**src/rtl/store_monitor_if.sv**
```systemverilog
// Store bus from the processor plus the drain port of the monitor's store log.
// The master side drives stores and pops; the slave side is store_monitor.
interface store_monitor_if;
  logic        MemWrite;
  logic [31:0] DataAdr;
  logic [31:0] WriteData;
  logic        log_pop;
  logic        log_valid;
  logic [31:0] log_adr;
  logic [31:0] log_data;

  modport master (
    output MemWrite, DataAdr, WriteData, log_pop,
    input  log_valid, log_adr, log_data
  );

  modport slave (
    input  MemWrite, DataAdr, WriteData, log_pop,
    output log_valid, log_adr, log_data
  );
endinterface

```
**src/rtl/store_monitor.sv**
```systemverilog
// End-of-program checker on the processor store bus: sticky pass/fail verdict with
// store/cycle counters and a first-word-fall-through log of accepted stores.
module store_monitor #(
  parameter int unsigned PASS_ADDR    = 32'd100,
  parameter int unsigned PASS_DATA    = 32'd25,
  parameter int unsigned SCRATCH_ADDR = 32'd96,
  parameter int unsigned TIMEOUT      = 32'd1000,
  parameter int unsigned LOG_DEPTH    = 32'd8,
  parameter int unsigned CNT_W        = 32'd16
) (
  input  logic             clk,
  input  logic             reset,
  store_monitor_if.slave   bus,
  output logic             done,
  output logic             pass,
  output logic [1:0]       fail_code,
  output logic [CNT_W-1:0] store_count,
  output logic [CNT_W-1:0] cycle_count,
  output logic             log_overflow
);

  localparam int unsigned PTR_W = $clog2(LOG_DEPTH);
  localparam int unsigned OCC_W = PTR_W + 32'd1;

  typedef enum logic [1:0] {
    stRun  = 2'd0,
    stPass = 2'd1,
    stFail = 2'd2
  } stateT;

  stateT            state;
  stateT            nextState;
  logic [1:0]       nextFailCode;
  logic             sampleStore;
  logic             isPassAdr;
  logic             isTimeout;

  logic [63:0]      logMem [LOG_DEPTH];
  logic [PTR_W-1:0] wrPtr;
  logic [PTR_W-1:0] rdPtr;
  logic [OCC_W-1:0] occ;
  logic [OCC_W-1:0] nextOcc;
  logic             logFull;
  logic             logEmpty;
  logic             logPopOk;
  logic             logPushOk;
  logic [63:0]      logHead;

  assign sampleStore = (state == stRun) && bus.MemWrite;
  assign isPassAdr   = (bus.DataAdr == PASS_ADDR);
  assign isTimeout   = (cycle_count == CNT_W'(TIMEOUT - 32'd1));

  // Verdict next-state: store classification outranks the timeout on the same edge.
  always_comb begin
    nextState    = state;
    nextFailCode = fail_code;
    case (state)
      stRun: begin
        if (sampleStore && isPassAdr && (bus.WriteData == PASS_DATA)) begin
          nextState = stPass;
        end else if (sampleStore && isPassAdr) begin
          nextState    = stFail;
          nextFailCode = 2'd1;
        end else if (sampleStore && (bus.DataAdr != SCRATCH_ADDR)) begin
          nextState    = stFail;
          nextFailCode = 2'd2;
        end else if (isTimeout) begin
          nextState    = stFail;
          nextFailCode = 2'd3;
        end else begin
          nextState = stRun;
        end
      end
      stPass:  nextState = stPass;
      stFail:  nextState = stFail;
      default: nextState = stFail;
    endcase
  end

  // Verdict register; done/pass are registered decodes of the next state.
  always_ff @(posedge clk or posedge reset) begin
    if (reset) begin
      state     <= stRun;
      fail_code <= 2'd0;
      done      <= 1'b0;
      pass      <= 1'b0;
    end else begin
      state     <= nextState;
      fail_code <= nextFailCode;
      done      <= (nextState != stRun);
      pass      <= (nextState == stPass);
    end
  end

  // Counters run only in RUN; store_count saturates instead of wrapping.
  always_ff @(posedge clk or posedge reset) begin
    if (reset) begin
      cycle_count <= {CNT_W{1'b0}};
      store_count <= {CNT_W{1'b0}};
    end else begin
      if (state == stRun) begin
        cycle_count <= cycle_count + CNT_W'(1);
      end
      if (sampleStore && (store_count != {CNT_W{1'b1}})) begin
        store_count <= store_count + CNT_W'(1);
      end
    end
  end

  assign logEmpty  = (occ == {OCC_W{1'b0}});
  assign logFull   = (occ == OCC_W'(LOG_DEPTH));
  assign logPopOk  = bus.log_pop && !logEmpty;
  assign logPushOk = sampleStore && (!logFull || logPopOk);

  // Occupancy update; a pop frees the slot a same-edge push needs when full.
  always_comb begin
    nextOcc = occ;
    case ({logPushOk, logPopOk})
      2'b10:   nextOcc = occ + OCC_W'(1);
      2'b01:   nextOcc = occ - OCC_W'(1);
      default: nextOcc = occ;
    endcase
  end

  // Log pointers, occupancy and sticky overflow flag.
  always_ff @(posedge clk or posedge reset) begin
    if (reset) begin
      wrPtr         <= {PTR_W{1'b0}};
      rdPtr         <= {PTR_W{1'b0}};
      occ           <= {OCC_W{1'b0}};
      bus.log_valid <= 1'b0;
      log_overflow  <= 1'b0;
    end else begin
      if (logPushOk) begin
        wrPtr <= wrPtr + PTR_W'(1);
      end
      if (logPopOk) begin
        rdPtr <= rdPtr + PTR_W'(1);
      end
      occ           <= nextOcc;
      bus.log_valid <= (nextOcc != {OCC_W{1'b0}});
      if (sampleStore && logFull && !logPopOk) begin
        log_overflow <= 1'b1;
      end
    end
  end

  // Log storage; contents survive reset since only the pointers define validity.
  always_ff @(posedge clk) begin
    if (logPushOk) begin
      logMem[wrPtr] <= {bus.DataAdr, bus.WriteData};
    end
  end

  assign logHead      = logMem[rdPtr];
  assign bus.log_adr  = logEmpty ? 32'd0 : logHead[63:32];
  assign bus.log_data = logEmpty ? 32'd0 : logHead[31:0];

endmodule
```
**src/flat_wrapper.sv**
```systemverilog
// flat-port wrapper written by rule: the top's interface ports become plain ports
module store_monitor_flat 
#(
  parameter int unsigned PASS_ADDR    = 32'd100,
  parameter int unsigned PASS_DATA    = 32'd25,
  parameter int unsigned SCRATCH_ADDR = 32'd96,
  parameter int unsigned TIMEOUT      = 32'd1000,
  parameter int unsigned LOG_DEPTH    = 32'd8,
  parameter int unsigned CNT_W        = 32'd16
)
  (clk, reset, done, pass, fail_code, store_count, cycle_count, log_overflow, bus_MemWrite, bus_DataAdr, bus_WriteData, bus_log_pop, bus_log_valid, bus_log_adr, bus_log_data);
  store_monitor_if bus_i ();
  input  logic clk;
  input  logic reset;
  output logic done;
  output logic pass;
  output logic [1:0] fail_code;
  output logic [CNT_W-1:0] store_count;
  output logic [CNT_W-1:0] cycle_count;
  output logic log_overflow;
  input wire logic [$bits(bus_i.MemWrite)-1:0] bus_MemWrite;
  input wire logic [$bits(bus_i.DataAdr)-1:0] bus_DataAdr;
  input wire logic [$bits(bus_i.WriteData)-1:0] bus_WriteData;
  input wire logic [$bits(bus_i.log_pop)-1:0] bus_log_pop;
  output wire logic [$bits(bus_i.log_valid)-1:0] bus_log_valid;
  output wire logic [$bits(bus_i.log_adr)-1:0] bus_log_adr;
  output wire logic [$bits(bus_i.log_data)-1:0] bus_log_data;
  assign bus_i.MemWrite = bus_MemWrite;
  assign bus_i.DataAdr = bus_DataAdr;
  assign bus_i.WriteData = bus_WriteData;
  assign bus_i.log_pop = bus_log_pop;
  assign bus_log_valid = bus_i.log_valid;
  assign bus_log_adr = bus_i.log_adr;
  assign bus_log_data = bus_i.log_data;
  store_monitor #(.PASS_ADDR(PASS_ADDR), .PASS_DATA(PASS_DATA), .SCRATCH_ADDR(SCRATCH_ADDR), .TIMEOUT(TIMEOUT), .LOG_DEPTH(LOG_DEPTH), .CNT_W(CNT_W)) u_core (.clk(clk), .reset(reset), .bus(bus_i), .done(done), .pass(pass), .fail_code(fail_code), .store_count(store_count), .cycle_count(cycle_count), .log_overflow(log_overflow));
endmodule
```
**config.mk**
```make
export PLATFORM = sky130hd
export DESIGN_NAME = store_monitor_flat
export DESIGN_NICKNAME = d
export VERILOG_FILES = /design/src/rtl/store_monitor_if.sv /design/src/rtl/store_monitor.sv /design/src/flat_wrapper.sv
export SDC_FILE = /design/constraint.sdc
export NUM_CORES = 1
export LEC_CHECK = 0
export CAP_MARGIN = 20
export CORE_MARGIN = 5
export CORE_UTILIZATION = 52
export DETAILED_ROUTE_END_ITERATION = 16
export GPL_TIMING_DRIVEN = 0
export HOLD_SLACK_MARGIN = 0.03
export MAX_ROUTING_LAYER = met4
export PLACE_DENSITY = 0.81
export SYNTH_ARGS = -nofsm -noshare
export SYNTH_HDL_FRONTEND = slang
export SYNTH_SLANG_ARGS = --single-unit
```
**constraint.sdc**
```tcl
create_clock -name clk -period 7 [get_ports clk]
set_clock_uncertainty 0.15 [all_clocks]
set_input_delay 1.75 -clock clk [delete_from_list [all_inputs] [get_ports clk]]
set_output_delay 1.75 -clock clk [all_outputs]
set_load 0.05 [all_outputs]
```
# Word level (Yosys, flattened, before mapping)

Memories as Yosys holds them, arrays and structs flattened.
Cells that the tools add are included.

Memories: 1
RAM bits: 512
Input port bits: 68
Output and inout bits: 102
Flip-flop bits (word level): 50

Memories:

| memory        | words | bits a word | rd ports | clocked after Yosys merged registers in | write ports | line                | source |
|---|---|---|---|---|---|---|---|
| u_core.logMem | 8     | 64          | 1        | 0                                       | 1           | store_monitor.sv:38 | `logic [63:0] logMem [LOG_DEPTH];` |

Mux-type cells: 13
Equality and inequality tests: 10
Bitwise operators: 1
Reductions and logical operators: 19
Add/sub/neg operators: 6

Operators with widths:

| cell                                                   | number |
|---|---|
| 2-to-1 mux 32 bit                                      | 2 |
| adder 16 x 1 -> 16 bit, second input constant          | 2 |
| == test 32 x 5 -> 1 bit, second input constant         | 1 |
| == test 32 x 7 -> 1 bit, second input constant         | 1 |
| inequality test 32 x 7 -> 1 bit, second input constant | 1 |
| == test 16 x 10 -> 1 bit, second input constant        | 1 |
| inequality test 16 bit, second input constant          | 1 |
| 2-to-1 mux 2 bit                                       | 7 |
| logical AND 1 bit                                      | 9 |
| one-hot mux 4 bit (2 select lines)                     | 1 |
| adder 3 x 1 -> 3 bit, second input constant            | 2 |
| == test 2 x 1 -> 1 bit, second input constant          | 3 |
| adder 4 x 1 -> 4 bit, second input constant            | 1 |
| == test 4 bit, second input constant                   | 1 |
| zero test 4 bit                                        | 1 |
| one-hot mux 2 bit (2 select lines)                     | 1 |
| nonzero test 4 bit                                     | 1 |
| subtractor 4 x 1 -> 4 bit, second input constant       | 1 |
| zero test 1 bit                                        | 3 |
| AND reduction 3 bit                                    | 1 |
| nonzero test 3 bit                                     | 1 |
| == test 2 bit, second input constant                   | 1 |
| zero test 2 bit                                        | 1 |
| 2-to-1 mux 1 bit                                       | 2 |
| other kinds (3)                                        | 3 |

# Depth between registers and ports, before layout

Depth in word-level cells: 8
Gate-level depth with buffers: 11
Depth with buffers taken out: 9

# Worst setup path before layout

OpenSTA, ideal clock, no wires.

Path kind: input to register
Start point: input port bus_MemWrite
End point: memory u_core.logMem[4][0], enable pin
Stages: 5
Setup time: 578 ps
Buffers on the path: 1
Data required time: 6272 ps
Path slack: -675 ps
Data arrival time: 6947 ps
Cell sequence: and2_4 -> and2_1 -> buf_4 -> nand2b_1 -> nor3b_1

Cells in the longest elaborated chain, start to end: 4

Ends and longest elaborated chain:

| element                                | line                 | source |
|---|---|---|
| start, declared                        | flat_wrapper.sv:21   | `input wire logic [$bits(bus_i.MemWrite)-1:0] bus_MemWrite;` |
| logical AND 1 bit                      | store_monitor.sv:49  | `assign sampleStore = (state == stRun) && bus.MemWrite;` |
| logical AND 1 bit                      | store_monitor.sv:113 | `assign logPushOk = sampleStore && (!logFull \|\| logPopOk);` |
| 2-to-1 mux 1 bit                       | store_monitor.sv:150 | `if (logPushOk) begin` |
| 2-to-1 mux 1 bit (not written as such) | store_monitor.sv:151 | `logMem[wrPtr] <= {bus.DataAdr, bus.WriteData};` |
| end, declared                          | store_monitor.sv:38  |  |

No other way between the ends.

# Worst setup path after layout

Start point: register u_core.occ[1]
End point: output port bus_log_adr[13]

Cells in the longest elaborated chain, start to end: 2

Ends and longest elaborated chain:

| element                | line                 | source |
|---|---|---|
| start, declared        | store_monitor.sv:41  | `logic [OCC_W-1:0] occ;` |
| start signal, assigned | store_monitor.sv:130 | `occ <= {OCC_W{1'b0}};` |
| start signal, assigned | store_monitor.sv:140 | `occ <= nextOcc;` |
| zero test 4 bit        | store_monitor.sv:110 | `assign logEmpty = (occ == {OCC_W{1'b0}});` |
| 2-to-1 mux 32 bit      | store_monitor.sv:156 | `assign bus.log_adr = logEmpty ? 32'd0 : logHead[63:32];` |
| end, declared          | flat_wrapper.sv:26   | `output wire logic [$bits(bus_i.log_adr)-1:0] bus_log_adr;` |

No other way between the ends.

==> impl_metrics.ini <==
[yosys]
synth_fa_ha_area_share_pct = 0.287
synth_most_common_cell = edfxtp_1
synth_compound_area_share_pct = 0.402
synthSimpleGateAreaFrac_pct = 3.97
synth_edf_count = 512
synth_seq_cells = 562
yosysWarnings = 0
synthXorXnorAreaFrac_pct = 1.49
ys_top_cells_by_count = edfxtp_1, mux4_2, nor2_1
synth_top_family_by_area = multiplexers
ys_types = 45
ys_seq_area_share_pct = 76.3
synth_flop_cell = edfxtp_1
yosysTopAreaCell = edfxtp_1
muxShareOfSynthArea_pct = 16.5
synth_top_area_share_pct = 70.5
avgSynthCellArea_sq_um = 20.9
syn_nets = 1117
syn_inst = 1044
synth.area.top_cells = edfxtp_1, mux4_2, dfrtp_1
synthArstFlopShare_pct = 8.90
synth_area_sq_um = 21800

[cts]
cts.repair.resized = 0
clock_path_buffers = 3
clkSinkCount = 562
htreeDepth = 2
cts_made_buffers = 54
clk_pin_slew_ns = 0.06
post-cts-setup-buffer-count = 0
hold_buffers = 0
cts_tree = built
clkLatencyLatePin_ns = 0.59
root_buffer = clkbuf_16

[sta]
slew_headroom_pct = 33.3
finalSetupViolCount = 0
rsz0062_at_grt = false
finalCritPeriodShare_pct = 82.3
worstMarginPinSlew_ns = 1.00
period_needed_ns = 5.76
drv_slew = 0
finalHoldViolCount = 0
fmax_mhz = 174

[cells_and_area]
layout.cells.non_filler = 1910
nFillCells = 2751
final_nets = 1394
syn_to_final_growth_pct = 22.5
drive_above_1_share_pct = 21.7

[power]
power.density_nw_per_um2 = 397
finalPower_uw = 10600
power_switching_uw = 3660
combPwrFrac_pct = 37.2
swShare_pct = 34.6
p_seq_share_pct = 34.9
p_leak_uw = 0.00903
max-vdd-ir-drop_uv = 252
p_clk_share_pct = 27.9
power.internal_uw = 6940

[critical_path]
reg2regPathDepth = 9
required_ns = 5.10
arrival_ns = 3.86
cp-start-kind = register
worstSetupPathType = register to primary output
endpoint_kind = primary output
path_max_fanout = 10

[global_routing]
grt_overflow = 0
grt_pass1_wl_mm = 72.6
antenna_found_initial = 5
grt_usage_pct = 21.4
grt_pass1_vias = 11733
grt_max_degree = 37

[placement]
port_buffers = 169
routabilityCongestion = 0.775
dp_hpwl_mm = 30.9
placedCellCount = 1803

[detailed_routing]
drcViolationCount = 0
vias_per_cell = 5.86
drtIter0Drc = 1149
vias = 11195
drt_pass1_iterations = 7
wl_per_cell_um = 25.1
drt_wl_total_mm = 47.9
drtAntennaViolNets = 0

[outcome]
status = finished clean

[die]
die_width_um = 215
fp-row-count = 75
core_sq_um = 41700
io_pins = 170
die-area_sq_um = 46100
die_height_um = 215
start_util_pct = 52.3

[min_path]
worstHoldPathType = register to register
whs_path_depth = 1

[flow_run]
maxCapViolCount = 0
## worst max-delay path: stages (launching register included)
cell and delay (ns):
dfrtp_1 0.35, buf_2 0.16, nor4_1 0.34, clkbuf_1 0.68
buf_6 0.24, clkbuf_1 0.52, nor2_1 0.20, clkdlybuf4s50_1 0.75
## cells by family (layout without fill, tap and decap cells)
| kind of cell | Yosys count | count (layout) |
|---|---|---|
| AOI/OAI and AO/OA | 12 | 12 |
| xor gates and xnor gates | 37 | 37 |
| adders and majority gates | 5 | 5 |
| buffers and inverters | 52 | 373 |
| DFF | 562 | 562 |
| muxes | 199 | 199 |
| other | 0 | 6 |
| and+or+nand+nor | 177 | 177 |
## state kept, by name, indices dropped and copies added, names as in the netlist
register and count:
u_core.logMem 512, u_core.done 1, u_core.rdPtr 3, u_core.wrPtr 3
u_core.bus.log_valid 1, u_core.pass 1, u_core.log_overflow 1, u_core.cycle_count 16
u_core.fail_code 2, u_core.store_count 16, u_core.state 2, u_core.occ 4
## layout make-up
| cell class | instances | area [sq um] | area share (%) |
|---|---|---|---|
| clock inverter | 32 | 283 | 1.06 |
| clock buffer | 68 | 1540 | 5.78 |
| multi-input combinational | 430 | 4990 | 18.7 |
| buffer | 47 | 209 | 0.783 |
| tap | 539 | 674 | 2.53 |
| timing repair buffer | 221 | 2340 | 8.75 |
| sequential | 562 | 16600 | 62.3 |
| inverter | 5 | 18.8 | 0.0703 |
| antenna | 6 | 15.0 | 0.0563 |
## per-stage QoR
step | setup TNS [ns] | utilization [%] | hold slack [ns] | setup slack (ns) | area [sq um]
after CTS | 0 | 64.0 | 0.333 | 1.18 | 26700
after floorplan | -208.63 | - | 0.330 | -0.675 | 21800
final | 0 | 64.1 | 0.328 | 1.24 | 26700
after global placement | -2299.06 | 58.0 | 0.314 | -5.67 | 24200
after global routing | 0 | 64.1 | 0.350 | 1.06 | 26700
after detailed placement | 0 | 59.6 | 0.319 | 1.85 | 24800
## power groups by stage
stage	Sequential (uW)	Combinational, uW	Clock, uW
final	3700	3950	2950
after global routing	3700	4170	3160
after CTS	3700	4000	3000
after detailed placement	3770	3970	0
after global placement	3770	3920	0
after floorplan	3770	2720	0
## worst paths after layout
| kind | from | endpoint | slack (ns) |
|---|---|---|---|
| worst max-delay path | u_core.occ[1] | bus_log_adr[13] | 1.24 |
| worst min-delay path | u_core.log_overflow | u_core.log_overflow | 0.33 |
| worst max register to register | u_core.state[1] | u_core.logMem[5][16] | 3.84 |
| worst min register to register | u_core.log_overflow | u_core.log_overflow | 0.33 |
| max in group asynchronous | reset | u_core.cycle_count[5] | 4.89 |
| min in group asynchronous | reset | u_core.store_count[6] | 1.29 |
## cells in the final DEF, fill, tap and decap left out, drive strengths merged, types with 16 or more instances in the layout
master         count
mux4             128
mux2i             65
nand2             19
clkdlybuf4s50    169
edfxtp           512
dfrtp             50
xnor2             23
clkinv            24
buf               76
clkbuf            91
nor2              85
nor4              16
nand3             18
## per-layer routing
metal / share of wire (%) / vias up / track usage [%]
met5: 0 / - / -
li1: - / 4816 / -
met1: 40 / 5853 / 28.2
met4: 2.0 / 0 / 5.35
met3: 8.6 / 67 / 5.66
met2: 49 / 459 / 33.9
(Power assumes the default switching activity.)
